File: src/rtl/cache_mem_arbiter.sv
// Shares one burst-read memory port between the icache and dcache.
// Ownership is granted per line fill, and priority alternates after each completed burst.
module cache_mem_arbiter #(
    parameter int ADDR_WIDTH = 16,
    parameter int DATA_WIDTH = 32,
    parameter int BURST_LOG2 = 4
) (
    input  logic                  clock_i,
    input  logic                  reset_ni,
    input  logic                  i_read_i,
    input  logic [ADDR_WIDTH-1:0] i_addr_i,
    output logic                  i_full_o,
    output logic                  i_ready_o,
    output logic [DATA_WIDTH-1:0] i_data_o,
    input  logic                  d_read_i,
    input  logic [ADDR_WIDTH-1:0] d_addr_i,
    output logic                  d_full_o,
    output logic                  d_ready_o,
    output logic [DATA_WIDTH-1:0] d_data_o,
    output logic                  read_o,
    input  logic                  full_i,
    input  logic                  ready_i,
    output logic [ADDR_WIDTH-1:0] addr_o,
    input  logic [DATA_WIDTH-1:0] data_i,
    output logic                  busy_o,
    output logic                  grant_o,
    output logic [1:0]            state_o
);

    typedef enum logic [1:0] {IDLE = 2'd0, ISSUE = 2'd1, BURST = 2'd2} state_t;

    localparam logic [ADDR_WIDTH-1:0] LINE_MASK =
        {{(ADDR_WIDTH-BURST_LOG2){1'b1}}, {BURST_LOG2{1'b0}}};

    state_t                state_q, state_d;
    logic                  grant_q, grant_d;
    logic                  prio_q, prio_d;
    logic                  read_q, read_d;
    logic [ADDR_WIDTH-1:0] addr_q, addr_d;
    logic [BURST_LOG2-1:0] cnt_q, cnt_d;
    logic                  winner;

    always_ff @(posedge clock_i or negedge reset_ni) begin
        if (!reset_ni) begin
            state_q <= IDLE;
            grant_q <= 1'b0;
            prio_q  <= 1'b0;
            read_q  <= 1'b0;
            addr_q  <= '0;
            cnt_q   <= '0;
        end else begin
            state_q <= state_d;
            grant_q <= grant_d;
            prio_q  <= prio_d;
            read_q  <= read_d;
            addr_q  <= addr_d;
            cnt_q   <= cnt_d;
        end
    end

    // A lone requester wins outright; prio only breaks ties.
    assign winner = (i_read_i && d_read_i) ? prio_q : d_read_i;

    always_comb begin
        state_d = state_q;
        grant_d = grant_q;
        prio_d  = prio_q;
        read_d  = read_q;
        addr_d  = addr_q;
        cnt_d   = cnt_q;
        unique case (state_q)
            IDLE: begin
                if (i_read_i || d_read_i) begin
                    grant_d = winner;
                    addr_d  = (winner ? d_addr_i : i_addr_i) & LINE_MASK;
                    read_d  = 1'b1;
                    cnt_d   = '0;
                    state_d = ISSUE;
                end
            end
            ISSUE: begin
                if (!full_i) begin
                    read_d  = 1'b0;
                    state_d = BURST;
                end
            end
            BURST: begin
                if (ready_i) begin
                    cnt_d = cnt_q + 1'b1;
                    if (cnt_q == '1) begin
                        state_d = IDLE;
                        prio_d  = ~grant_q;
                    end
                end
            end
            default: state_d = IDLE;
        endcase
    end

    assign busy_o    = (state_q != IDLE);
    assign grant_o   = grant_q;
    assign state_o   = state_q;
    assign read_o    = read_q;
    assign addr_o    = addr_q;
    assign i_full_o  = busy_o | (d_read_i & prio_q);
    assign d_full_o  = busy_o | (i_read_i & ~prio_q);
    assign i_ready_o = ready_i & (state_q == BURST) & ~grant_q;
    assign d_ready_o = ready_i & (state_q == BURST) & grant_q;
    assign i_data_o  = data_i;
    assign d_data_o  = data_i;

endmodule

File: config.mk
export PLATFORM = sky130hd
export DESIGN_NAME = cache_mem_arbiter
export DESIGN_NICKNAME = d
export VERILOG_FILES = /design/src/rtl/cache_mem_arbiter.sv
export SDC_FILE = /design/constraint.sdc
export NUM_CORES = 1
export LEC_CHECK = 0
export BUFFER_PORTS_ARGS = -buffer_cell sky130_fd_sc_hd__buf_2
export CORE_AREA = 4 4 80 82
export CTS_CLUSTER_DIAMETER = 100
export DETAILED_ROUTE_END_ITERATION = 16
export DIE_AREA = 0 0 84 86
export MAX_ROUTING_LAYER = met4
export PLACE_DENSITY = 0.64
export SKIP_LAST_GASP = 1
export SYNTH_ARGS = -nofsm -noshare
export SYNTH_HDL_FRONTEND = slang
export SYNTH_SLANG_ARGS = --single-unit
File: constraint.sdc
create_clock -name clock_i -period 1.5 [get_ports clock_i]
set_input_delay 0.075 -clock clock_i [delete_from_list [all_inputs] [get_ports clock_i]]
set_output_delay 0.075 -clock clock_i [all_outputs]
set_load 0.05 [all_outputs]
==> results by group <==
Run status
  – Status: completed

Clock tree
  – CTS max path bufs: 2
  – CTS Buf Count: 3
  – Number of clock sinks: 21
  – Clock Latency Late Sink: 0.26 ns
  – Clk slew on worst S/H paths: 0.08 ns
  – CTS root buf: clkbuf_8
  – TritonCTS clock tree: done
  – CTS H-tree depth: 1

Final layout
  – Proportion of layout cells with a drive suffix above 1: 38.8%
  – Number of diodes: 0
  – Layout area overhead: -4.63%
  – Layout net count: 250

Route
  – Post-route ant nets: 0
  – Via count: 1,184
  – Average wire per cell in the routed design: 15.2 um
  – TritonRoute pass-1 iters: 4
  – Initial DRC Count: 33
  – Post-Route WL: 3860 um
  – DRC errors left: 0
  – Via density per instance: 4.68

Logic synthesis
  – Syn. warnings: 0
  – Post-synthesis register bit count: 21
  – Mapped cell area: 1650 um^2
  – Post-synthesis sequential area ratio: 31.9%
  – Synth Area per Inst: 8.63 um^2
  – Synth Instances: 191
  – Number of library cell types mapped by synthesis: 33

Global routing
  – Total grt overflow: 0
  – Gr usage total: 10.6%
  – Vias in the first global route: 1,193
  – Antenna violations before repair: 0
  – Global-route wire length before repair: 5890 um
  – Largest net degree at the start of global routing: 22

Placed design
  – Port Buffers: 50
  – Placed wire-length estimate: 2850 um
  – Placer congestion estimate: 0.772
  – DP Worst Slack: 0.131 ns

Pwr
  – Pint: 1.61 mW
  – Power share of the combinational group: 60.1%
  – Leak Pwr: 0.724 nW
  – Max VDD drop: 826 uV
  – Power share of the clock group: 10.3%
  – PD cells: 2270 nW/um^2
  – Seq pwr share: 29.6%
  – Net Sw Power: 1.96 mW
  – Switching fraction of total power: 55.0%

Setup path
  – Setup slack, reg-to-reg: 0.18 ns
  – Worst r2r dst: addr_o[4]
  – Critical path class: reg2out
  – Worst r2r src: state_o[0]
  – CP max-delay cell: dfrtp_2
  – CP required: 1.42 ns
  – Crit path max fanout: 6
  – Crit path cell chain: nor2b_2, and3_1, clkbuf_4
  – Worst setup EP type: output pin
  – Slowest stage delay, CP: 0.50 ns
  – Setup crit start kind: register
  – Critical Path AT: 1.35 ns
  – Worst r2r path cells: 4

STA
  – Final hold slack: 0.0749 ns
  – Worst Tran Pin Value: 0.508 ns
  – Final worst-path setup slack: 0.0732 ns
  – Hold Vio Cnt, Final: 0
  – Period utilization: 95.1%
  – RSZ-0062 raised after global routing: no
  – Count of pins over their slew limit: 0
  – Slew margin rel.: 66.1%
  – Final setup fails: 0
  – Worst clock skew: 0.00357 ns
  – Setup_tns: 0 ns
  – Tmin final: 1.43 ns
  – Fmax: 701 MHz

Worst hold path
  – Hold path cells: 3
  – HP Class: in2reg
  – Hold Path Sink: addr_o[14]
  – Hold Startpoint: i_addr_i[14]

Die
  – Die area: 7220 um^2
  – Num rows: 28
  – Die Ht: 86 um
  – Io pins: 159
  – Die W: 84 um
  – Initial Util: 28.7%
  – Core Area: 5750 um^2

Run
  – Max-cap violations: 0
-- cell type report --
type | instances | area, um^2
fill | 660 | 4170
multi-input combinational | 91 | 564
sequential | 21 | 528
timing repair buffer | 58 | 327
tap | 75 | 93.8
clock buffer | 4 | 45.0
inverter | 4 | 15.0
-- how the worst max path moves through the flow --
| stage | slack [ns] | depth (start not counted) | from | end |
|---|---|---|---|---|
| after global routing | 0.002 | 3 | state_o[0] | d_ready_o |
| after detailed placement | 0.13 | 4 | state_o[1] | addr_o[4] |
| final | 0.07 | 3 | state_o[0] | d_ready_o |
| after global placement | 0.15 | 4 | state_o[1] | addr_o[5] |
| after floorplan | 0.01 | 6 | state_o[1] | addr_o[5] |
| after CTS | 0.003 | 4 | state_o[0] | d_full_o |
-- synthesized netlist by cell type --
cell type  count  area share (%)
o2bb2ai_1      1            0.53
nand3_1       13             3.9
a31oi_1       12             4.6
nor4_1         1            0.38
a21oi_1       14             4.2
buf_6          1            0.68
inv_2          2            0.46
o21ai_0       16             4.9
nand2_1        3            0.68
nor2_8         1             1.2
nor2b_1        2            0.76
dfrtp_1       21              32
buf_4         72              33
buf_2          3            0.91
nor2_1         4            0.91
nor2_4         1            0.68
nand4b_1       1            0.53
a22o_1         3             1.6
ha_1           1            0.76
o31ai_1        2            0.91
a21o_1         1            0.46
and3_1         2            0.76
or2_1          1            0.38
and2b_1        1            0.46
nand4_1        1            0.38
mux2i_1        2             1.2
nor3_2         1            0.61
xor2_1         1            0.53
clkbuf_2       1            0.30
clkbuf_1       1            0.23
conb_1         1            0.23
inv_1          2            0.46
nand2b_1       2            0.76
-- layer usage --
metal,share of wire (%),vias to the layer above,GRT usage (%)
li1,-,559,-
met1,41,557,11.9
met2,47,49,16.9
met3,7.9,19,2.50
met4,4.1,0,7.02
met5,0,-,-
-- power by group through the flow --
stage	Combinational (mW)	Sequential [mW]	Clock, mW
global route	2.28	1.09	0.402
CTS	2.09	1.07	0.377
detailed placement	2.03	1.09	0
finish	2.14	1.05	0.368
floorplan	1.38	1.72	0
global placement	2.01	1.08	0
-- flip-flops by register name, summed over array words and instances, names as in the netlist --
name / cells
grant_o: 1
addr_o: 12
prio_q: 1
cnt_q: 4
state_o: 2
read_o: 1
-- repair_timing --
| item | CTS | global route |
|---|---|---|
| buffers inserted | 2 | 2 |
| hold buffers | 1 | 0 |
| setup endpoints to repair | 3 | 2 |
| endpoints found under the hold margin | 21 | 0 |
| gates resized for setup | 1 | 4 |
-- critical path, delay by kind of cell (launching register included) --
family / cells / cell delay (ns)
buffers and inverters: 1 / 0.22
AND/OR/NAND/NOR: 2 / 0.38
flip-flops: 1 / 0.50
-- kinds of logic after synthesis --
kind of cell             share of synthesized area, %
adder cells (fa/ha/maj)                         0.759
other                                           0.227
multiplexers                                     1.21
XOR/XNOR                                        0.531
AND/OR/NAND/NOR                                  12.4
flip-flops                                       31.9
buffers and inverters                            35.8
AO/OA/AOI/OAI                                    17.1
-- cells in the final DEF (no fill, tap or decap), types with 3 or more instances in the layout --
cell	count
a21oi_1	14
a22o_1	3
a31oi_1	12
buf_2	48
buf_4	5
clkbuf_8	3
conb_1	4
dfrtp_1	19
nand2_1	3
nand3_1	13
nor2_1	4
o21ai_0	16
-- metrics by stage --
stage / total power, mW / util (%) / instances / area [um^2]
final: 3.56 / 27.4 / 253 / 1570
after global routing: 3.77 / 27.4 / 253 / 1570
after CTS: 3.53 / 26.8 / 251 / 1540
after detailed placement: 3.12 / 25.6 / 244 / 1470
after global placement: 3.09 / 25.6 / 244 / 1470
after floorplan: 3.11 / - / 194 / 1680
Note: power is estimated with default switching activity, not from simulation.
